File: config.mk
export PLATFORM = sky130hd
export DESIGN_NAME = fpu_issue_ctrl
export DESIGN_NICKNAME = d
export VERILOG_FILES = /design/src/rtl/fpu_issue_ctrl.sv
export SDC_FILE = /design/constraint.sdc
export NUM_CORES = 1
export LEC_CHECK = 0
export BUFFER_PORTS_ARGS = -buffer_cell sky130_fd_sc_hd__buf_4
export CAP_MARGIN = 20
export CORE_AREA = 4 4 142 144
export DETAILED_ROUTE_END_ITERATION = 8
export DIE_AREA = 0 0 146 148
export PLACE_DENSITY = 0.79
export SYNTH_ARGS = -nofsm -noshare
export SYNTH_HDL_FRONTEND = slang
export SYNTH_SLANG_ARGS = --single-unit
File: constraint.sdc
create_clock -name clk -period 2.43 [get_ports clk]
set_input_delay 0.243 -clock clk [delete_from_list [all_inputs] [get_ports clk]]
set_output_delay 0.243 -clock clk [all_outputs]
set_load 0.02 [all_outputs]
File: src/rtl/fpu_issue_ctrl.sv
// Issue/return controller for a stall-less FPU pipe: credit-limited issue, tag pairing, writeback buffer.
// Defining FPU_ISSUE_CTRL_STATS_EN adds the stat_issued/stat_stall/stat_wb_block counters.
module fpu_issue_ctrl #(
   parameter int DEPTH = 4,
   parameter int TAG_W = 5
) (
   input  logic             clk,
   input  logic             rstn,
   input  logic             req_valid,
   output logic             req_ready,
   input  logic [31:0]      req_x,
   input  logic [31:0]      req_y,
   input  logic [4:0]       req_funct5,
   input  logic [2:0]       req_rm,
   input  logic [TAG_W-1:0] req_tag,
   output logic             fpu_issue,
   output logic [31:0]      fpu_x,
   output logic [31:0]      fpu_y,
   output logic [4:0]       fpu_funct5,
   output logic [2:0]       fpu_rm,
   input  logic [31:0]      fpu_res,
   input  logic             fpu_valid,
   output logic             wb_valid,
   input  logic             wb_ready,
   output logic [31:0]      wb_data,
   output logic [TAG_W-1:0] wb_tag,
   output logic             err
`ifdef FPU_ISSUE_CTRL_STATS_EN
   ,
   output logic [31:0]      stat_issued,
   output logic [31:0]      stat_stall,
   output logic [31:0]      stat_wb_block
`endif
);

   localparam int PW = $clog2(DEPTH);
   localparam int CW = PW + 1;
   localparam int RW = TAG_W + 32;
   localparam logic [CW-1:0] DEPTH_C = CW'(DEPTH);
   localparam logic [CW-1:0] C_ONE   = CW'(1);
   localparam logic [PW-1:0] P_ONE   = PW'(1);

   logic [CW-1:0]    occ_q, occ_d;
   logic [CW-1:0]    tag_cnt_q, tag_cnt_d;
   logic [CW-1:0]    res_cnt_q, res_cnt_d;
   logic [PW-1:0]    tag_wp_q, tag_rp_q;
   logic [PW-1:0]    res_wp_q, res_rp_q;
   logic             rdy_en_q;
   logic             err_q;
   logic             fpu_issue_q;
   logic [31:0]      fpu_x_q, fpu_y_q;
   logic [4:0]       fpu_funct5_q;
   logic [2:0]       fpu_rm_q;

   logic [TAG_W-1:0] tag_mem [DEPTH];
   logic [RW-1:0]    res_mem [DEPTH];
   logic [RW-1:0]    res_head;

   logic             accept, wb_pop, ret_ok, ret_bad;

   // rdy_en_q keeps req_ready low through reset and rises on the first edge after release.
   assign req_ready = rdy_en_q && (occ_q < DEPTH_C);
   assign accept    = req_valid && req_ready;
   assign wb_valid  = (res_cnt_q != '0);
   assign wb_pop    = wb_valid && wb_ready;
   assign ret_ok    = fpu_valid && (tag_cnt_q != '0);
   assign ret_bad   = fpu_valid && (tag_cnt_q == '0);

   assign res_head  = res_mem[res_rp_q];
   assign wb_data   = wb_valid ? res_head[31:0] : '0;
   assign wb_tag    = wb_valid ? res_head[RW-1:32] : '0;

   assign fpu_issue  = fpu_issue_q;
   assign fpu_x      = fpu_x_q;
   assign fpu_y      = fpu_y_q;
   assign fpu_funct5 = fpu_funct5_q;
   assign fpu_rm     = fpu_rm_q;
   assign err        = err_q;

   always_comb begin
      occ_d     = occ_q;
      tag_cnt_d = tag_cnt_q;
      res_cnt_d = res_cnt_q;
      case ({accept, wb_pop})
         2'b10:   occ_d = occ_q + C_ONE;
         2'b01:   occ_d = occ_q - C_ONE;
         default: occ_d = occ_q;
      endcase
      case ({accept, ret_ok})
         2'b10:   tag_cnt_d = tag_cnt_q + C_ONE;
         2'b01:   tag_cnt_d = tag_cnt_q - C_ONE;
         default: tag_cnt_d = tag_cnt_q;
      endcase
      case ({ret_ok, wb_pop})
         2'b10:   res_cnt_d = res_cnt_q + C_ONE;
         2'b01:   res_cnt_d = res_cnt_q - C_ONE;
         default: res_cnt_d = res_cnt_q;
      endcase
   end

   always_ff @(posedge clk or negedge rstn) begin
      if (!rstn) begin
         rdy_en_q     <= 1'b0;
         occ_q        <= '0;
         tag_cnt_q    <= '0;
         res_cnt_q    <= '0;
         tag_wp_q     <= '0;
         tag_rp_q     <= '0;
         res_wp_q     <= '0;
         res_rp_q     <= '0;
         err_q        <= 1'b0;
         fpu_issue_q  <= 1'b0;
         fpu_x_q      <= '0;
         fpu_y_q      <= '0;
         fpu_funct5_q <= '0;
         fpu_rm_q     <= '0;
      end else begin
         rdy_en_q    <= 1'b1;
         occ_q       <= occ_d;
         tag_cnt_q   <= tag_cnt_d;
         res_cnt_q   <= res_cnt_d;
         fpu_issue_q <= accept;
         if (accept) begin
            tag_wp_q     <= tag_wp_q + P_ONE;
            fpu_x_q      <= req_x;
            fpu_y_q      <= req_y;
            fpu_funct5_q <= req_funct5;
            fpu_rm_q     <= req_rm;
         end
         if (ret_ok) begin
            tag_rp_q <= tag_rp_q + P_ONE;
            res_wp_q <= res_wp_q + P_ONE;
         end
         if (wb_pop) res_rp_q <= res_rp_q + P_ONE;
         if (ret_bad) err_q <= 1'b1;
      end
   end

   // FIFO storage carries data only; occupancy lives in the counters above.
   always_ff @(posedge clk) begin
      if (accept) tag_mem[tag_wp_q] <= req_tag;
      if (ret_ok) res_mem[res_wp_q] <= {tag_mem[tag_rp_q], fpu_res};
   end

`ifdef FPU_ISSUE_CTRL_STATS_EN
   logic [31:0] st_iss_q, st_stall_q, st_wbb_q;

   always_ff @(posedge clk or negedge rstn) begin
      if (!rstn) begin
         st_iss_q   <= '0;
         st_stall_q <= '0;
         st_wbb_q   <= '0;
      end else begin
         if (accept)                  st_iss_q   <= st_iss_q + 32'd1;
         if (req_valid && !req_ready) st_stall_q <= st_stall_q + 32'd1;
         if (wb_valid && !wb_ready)   st_wbb_q   <= st_wbb_q + 32'd1;
      end
   end

   assign stat_issued   = st_iss_q;
   assign stat_stall    = st_stall_q;
   assign stat_wb_block = st_wbb_q;
`endif

endmodule

==> flow_summary_export.csv <==
group,metric,value,unit
cells_and_area,drive_gt1_share,45.0,%
setup_path,r2r_cells,7,
global_routing,grt_max_degree,76,
logic_synthesis,synthFlopType,"edfxtp_1",
sta,clock_skew,0.00946,ns
drt,wirelength,22.6,mm
logic_synthesis,yosysWarnings,0,
sta,rsz0062_at_grt,"false",
cells_and_area,syn_to_final_growth,38.9,%
sta,finalCritPeriodShare,94.7,%
clock_network,h-tree-depth,1,
global_routing,antenna_found_initial,1,
sta,period_needed,2.30,ns
floorplan,row_count,50,
placed_design,globalplace.congestion,0.820,
logic_synthesis,syn_avg_cell_area,20.0,sq um
floorplan,start_util,53.7,%
drt,antenna_left,0,
clock_network,cts_root_buf,"clkbuf_16",
setup_path,critPathTopFamily,"flip-flops",
setup_path,worstPathMaxFanout,17,
global_routing,grtUsageTotal,21.2,%
setup_path,start_kind,"flop",
clock_network,clk_latency,0.51,ns
drt,drt_first_pass_iters,4,
setup_path,cp_data_arrival_time,2.06,ns
cells_and_area,fin_util,74.6,%
clock_network,cts_tree,"done",
cells_and_area,antennaDiodeCount,0,
logic_synthesis,synthCells,502,
sta,hold_viol_final,0,
clock_network,cts.clk_slew.worst_paths,0.06,ns
global_routing,grt-ovfl-total,0,
setup_path,r2r-start,"res_cnt_q[0]$_DFFE_PN0P_",
global_routing,grt_pass1_wl,36.5,mm
floorplan,die_y,148,um
worst_hold_path,hp-class,"in -> reg",
cells_and_area,nets,985,
setup_path,reg2reg_slack,0.30,ns
drt,drt-wirelength-per-cell,20.4,um
sta,setup_viol,0,
logic_synthesis,synth_edf_count,168,
cells_and_area,layout_commonest_cell,"buf_4",
floorplan,fp.dieW,146,um
clock_network,cts_setup_buffers,0,
clock_network,cts.sinks,260,
setup_path,worstSetupPathDepth,4,
sta,final.setup.tns,0,ns
setup_path,critPathLaunch,"res_rp_q[1]$_DFFE_PN0P_",
drt,drc,0,
setup_path,crit_top_cell,"buf_4",
setup_path,criticalPathCategory,"reg -> out",
logic_synthesis,synth_area,10000,sq um
run_status,status,"finished, final reports clean",
power,power_density,1260,nW/um^2
logic_synthesis,syn_nets,630,
placed_design,post-dp-hpwl,13.9,mm
power,peakVddDrop,1.02,mV
setup_path,worstPathCellList,"buf_4, mux4_2, and2_1, buf_4",
logic_synthesis,synthArstFlopShare,35.4,%
setup_path,cp_slowest_cell,"dfrtp_4",
floorplan,core-area,18700,sq um
clock_network,clock_path_buffers,3,
logic_synthesis,synth_cell_types,28,
placed_design,port_buffers,226,
drt,num_vias,5809,
setup_path,r2r_end,"occ_q[2]$_DFFE_PN0P_",
sta,slew_violations,0,
cells_and_area,final_cell_mix,"231 x buf_4, 168 x edfxtp_1, 111 x dlygate4sd3_1",
drt,vias_per_cell,5.23,
floorplan,die-area,21600,sq um
setup_path,crit_end,"wb_data[23]",
setup_path,cp.required,2.19,ns
floorplan,ios,227,
logic_synthesis,ys_seq_area_share,73.2,%
setup_path,cp-end-kind,"output pin",
setup_path,max_stage_delay,0.58,ns
drt,first_iter_violations,265,
global_routing,grt_pass1_vias,6706,
clock_network,cts_made_buffers,26,
run,maxCapViolations,0,
logic_synthesis,ys_ff_latch,260,
setup_path,crit_buf_inv,2,
sta,fmaxAchievable,0.434,GHz
power,leakage,5.57,nW
-- what timing repair did --
| item | 4_1_cts | 5_1_grt |
|---|---|---|
| hold buffers | 111 | 0 |
| setup endpoints to repair | 0 | 7 |
| hold endpoints to repair | 253 | 0 |
| gates resized for setup | 0 | 1 |
-- synth_stat cells, types with 2 or more instances --
cell type / instances / area share, %
xnor2_1: 8 / 0.70
mux2i_1: 2 / 0.20
nand2_1: 3 / 0.11
clkbuf_1: 6 / 0.22
fa_1: 3 / 0.60
buf_2: 6 / 0.30
ha_1: 11 / 1.4
and2_1: 42 / 2.6
mux4_2: 42 / 9.4
xor2_1: 7 / 0.61
mux2_2: 74 / 8.3
edfxtp_1: 168 / 50
buf_6: 8 / 0.90
nor2_1: 3 / 0.11
dfrtp_1: 92 / 23
buf_4: 2 / 0.15
inv_1: 11 / 0.41
and3_1: 4 / 0.25
-- layer usage --
metal / wire length [um] / up-vias / part of all wire, % / global-route usage [%]
met5: 7 / - / 0.031 / 0
met4: 486 / 2 / 2.1 / 5.08
met3: 1570 / 45 / 7.0 / 5.15
met2: 11800 / 236 / 52 / 38.1
met1: 8720 / 2912 / 39 / 26.3
li1: - / 2614 / - / -
-- worst min path at each step --
stage | from | end | cells after the start
after floorplan | rstn | err$_DFFE_PN0P_ | 0
after global placement | rstn | fpu_x[30]$_DFFE_PN0P_ | 1
after detailed placement | rstn | fpu_issue$_DFF_PN0_ | 1
after CTS | wb_ready | res_rp_q[1]$_DFFE_PN0P_ | 3
after global routing | wb_ready | res_rp_q[1]$_DFFE_PN0P_ | 3
final | wb_ready | res_rp_q[1]$_DFFE_PN0P_ | 3
-- through the flow --
step | setup slack, ns | hold slack, ns | instances | total power, W | cell area, sq um
final | 0.128 | 0.0681 | 1110 | 0.0176 | 13900
after global routing | 0.0530 | 0.0747 | 1110 | 0.0186 | 13900
after CTS | 0.0106 | 0.0531 | 1110 | 0.0177 | 13900
after detailed placement | 0.314 | 0.220 | 952 | 0.0140 | 12100
after global placement | 0.328 | 0.207 | 952 | 0.0137 | 12100
after floorplan | 0.283 | -0.0526 | 502 | 0.0110 | 10000
-- cells by family after synthesis --
family,share of synthesized area (%)
muxes,17.9
other,0.0373
and+or+nand+nor,3.34
adders and majority gates,1.97
DFF,73.2
AOI/OAI and AO/OA,0.212
buffers and inverters,2.06
xor gates and xnor gates,1.31
-- power by group --
part / leakage, nW / internal, W / switching, W
Sequential: 2.62 / 0.00616 / 0.000755
Clock: 0.371 / 0.00202 / 0.00153
Combinational: 2.58 / 0.00353 / 0.00363
-- state kept, by name (all words and copies together), names as in the netlist --
register / flops
res_wp_q: 2
fpu_x: 32
res_cnt_q: 3
fpu_funct5: 5
tag_rp_q: 2
tag_mem: 20
fpu_rm: 3
rdy_en_q: 1
fpu_issue: 1
fpu_y: 32
err: 1
tag_cnt_q: 3
occ_q: 3
tag_wp_q: 2
res_rp_q: 2
res_mem: 148
-- worst register-to-register path: cells and delay by family (launching register included) --
| kind | cells | cell delay, ns |
|---|---|---|
| xor gates and xnor gates | 2 | 0.30 |
| and+or+nand+nor | 3 | 0.74 |
| DFF | 1 | 0.41 |
| adders and majority gates | 2 | 0.61 |
-- final cells by class --
| class | instances | area [sq um] |
|---|---|---|
| Sequential cell | 260 | 7350 |
| Clock inverter | 12 | 53.8 |
| Fill cell | 1041 | 4760 |
| Timing Repair Buffer | 350 | 3010 |
| Inverter | 12 | 45.0 |
| Clock buffer | 35 | 706 |
| Tap cell | 234 | 293 |
| Multi-Input combinational cell | 207 | 2490 |
No activity file was read; power rests on OpenSTA's default activity.
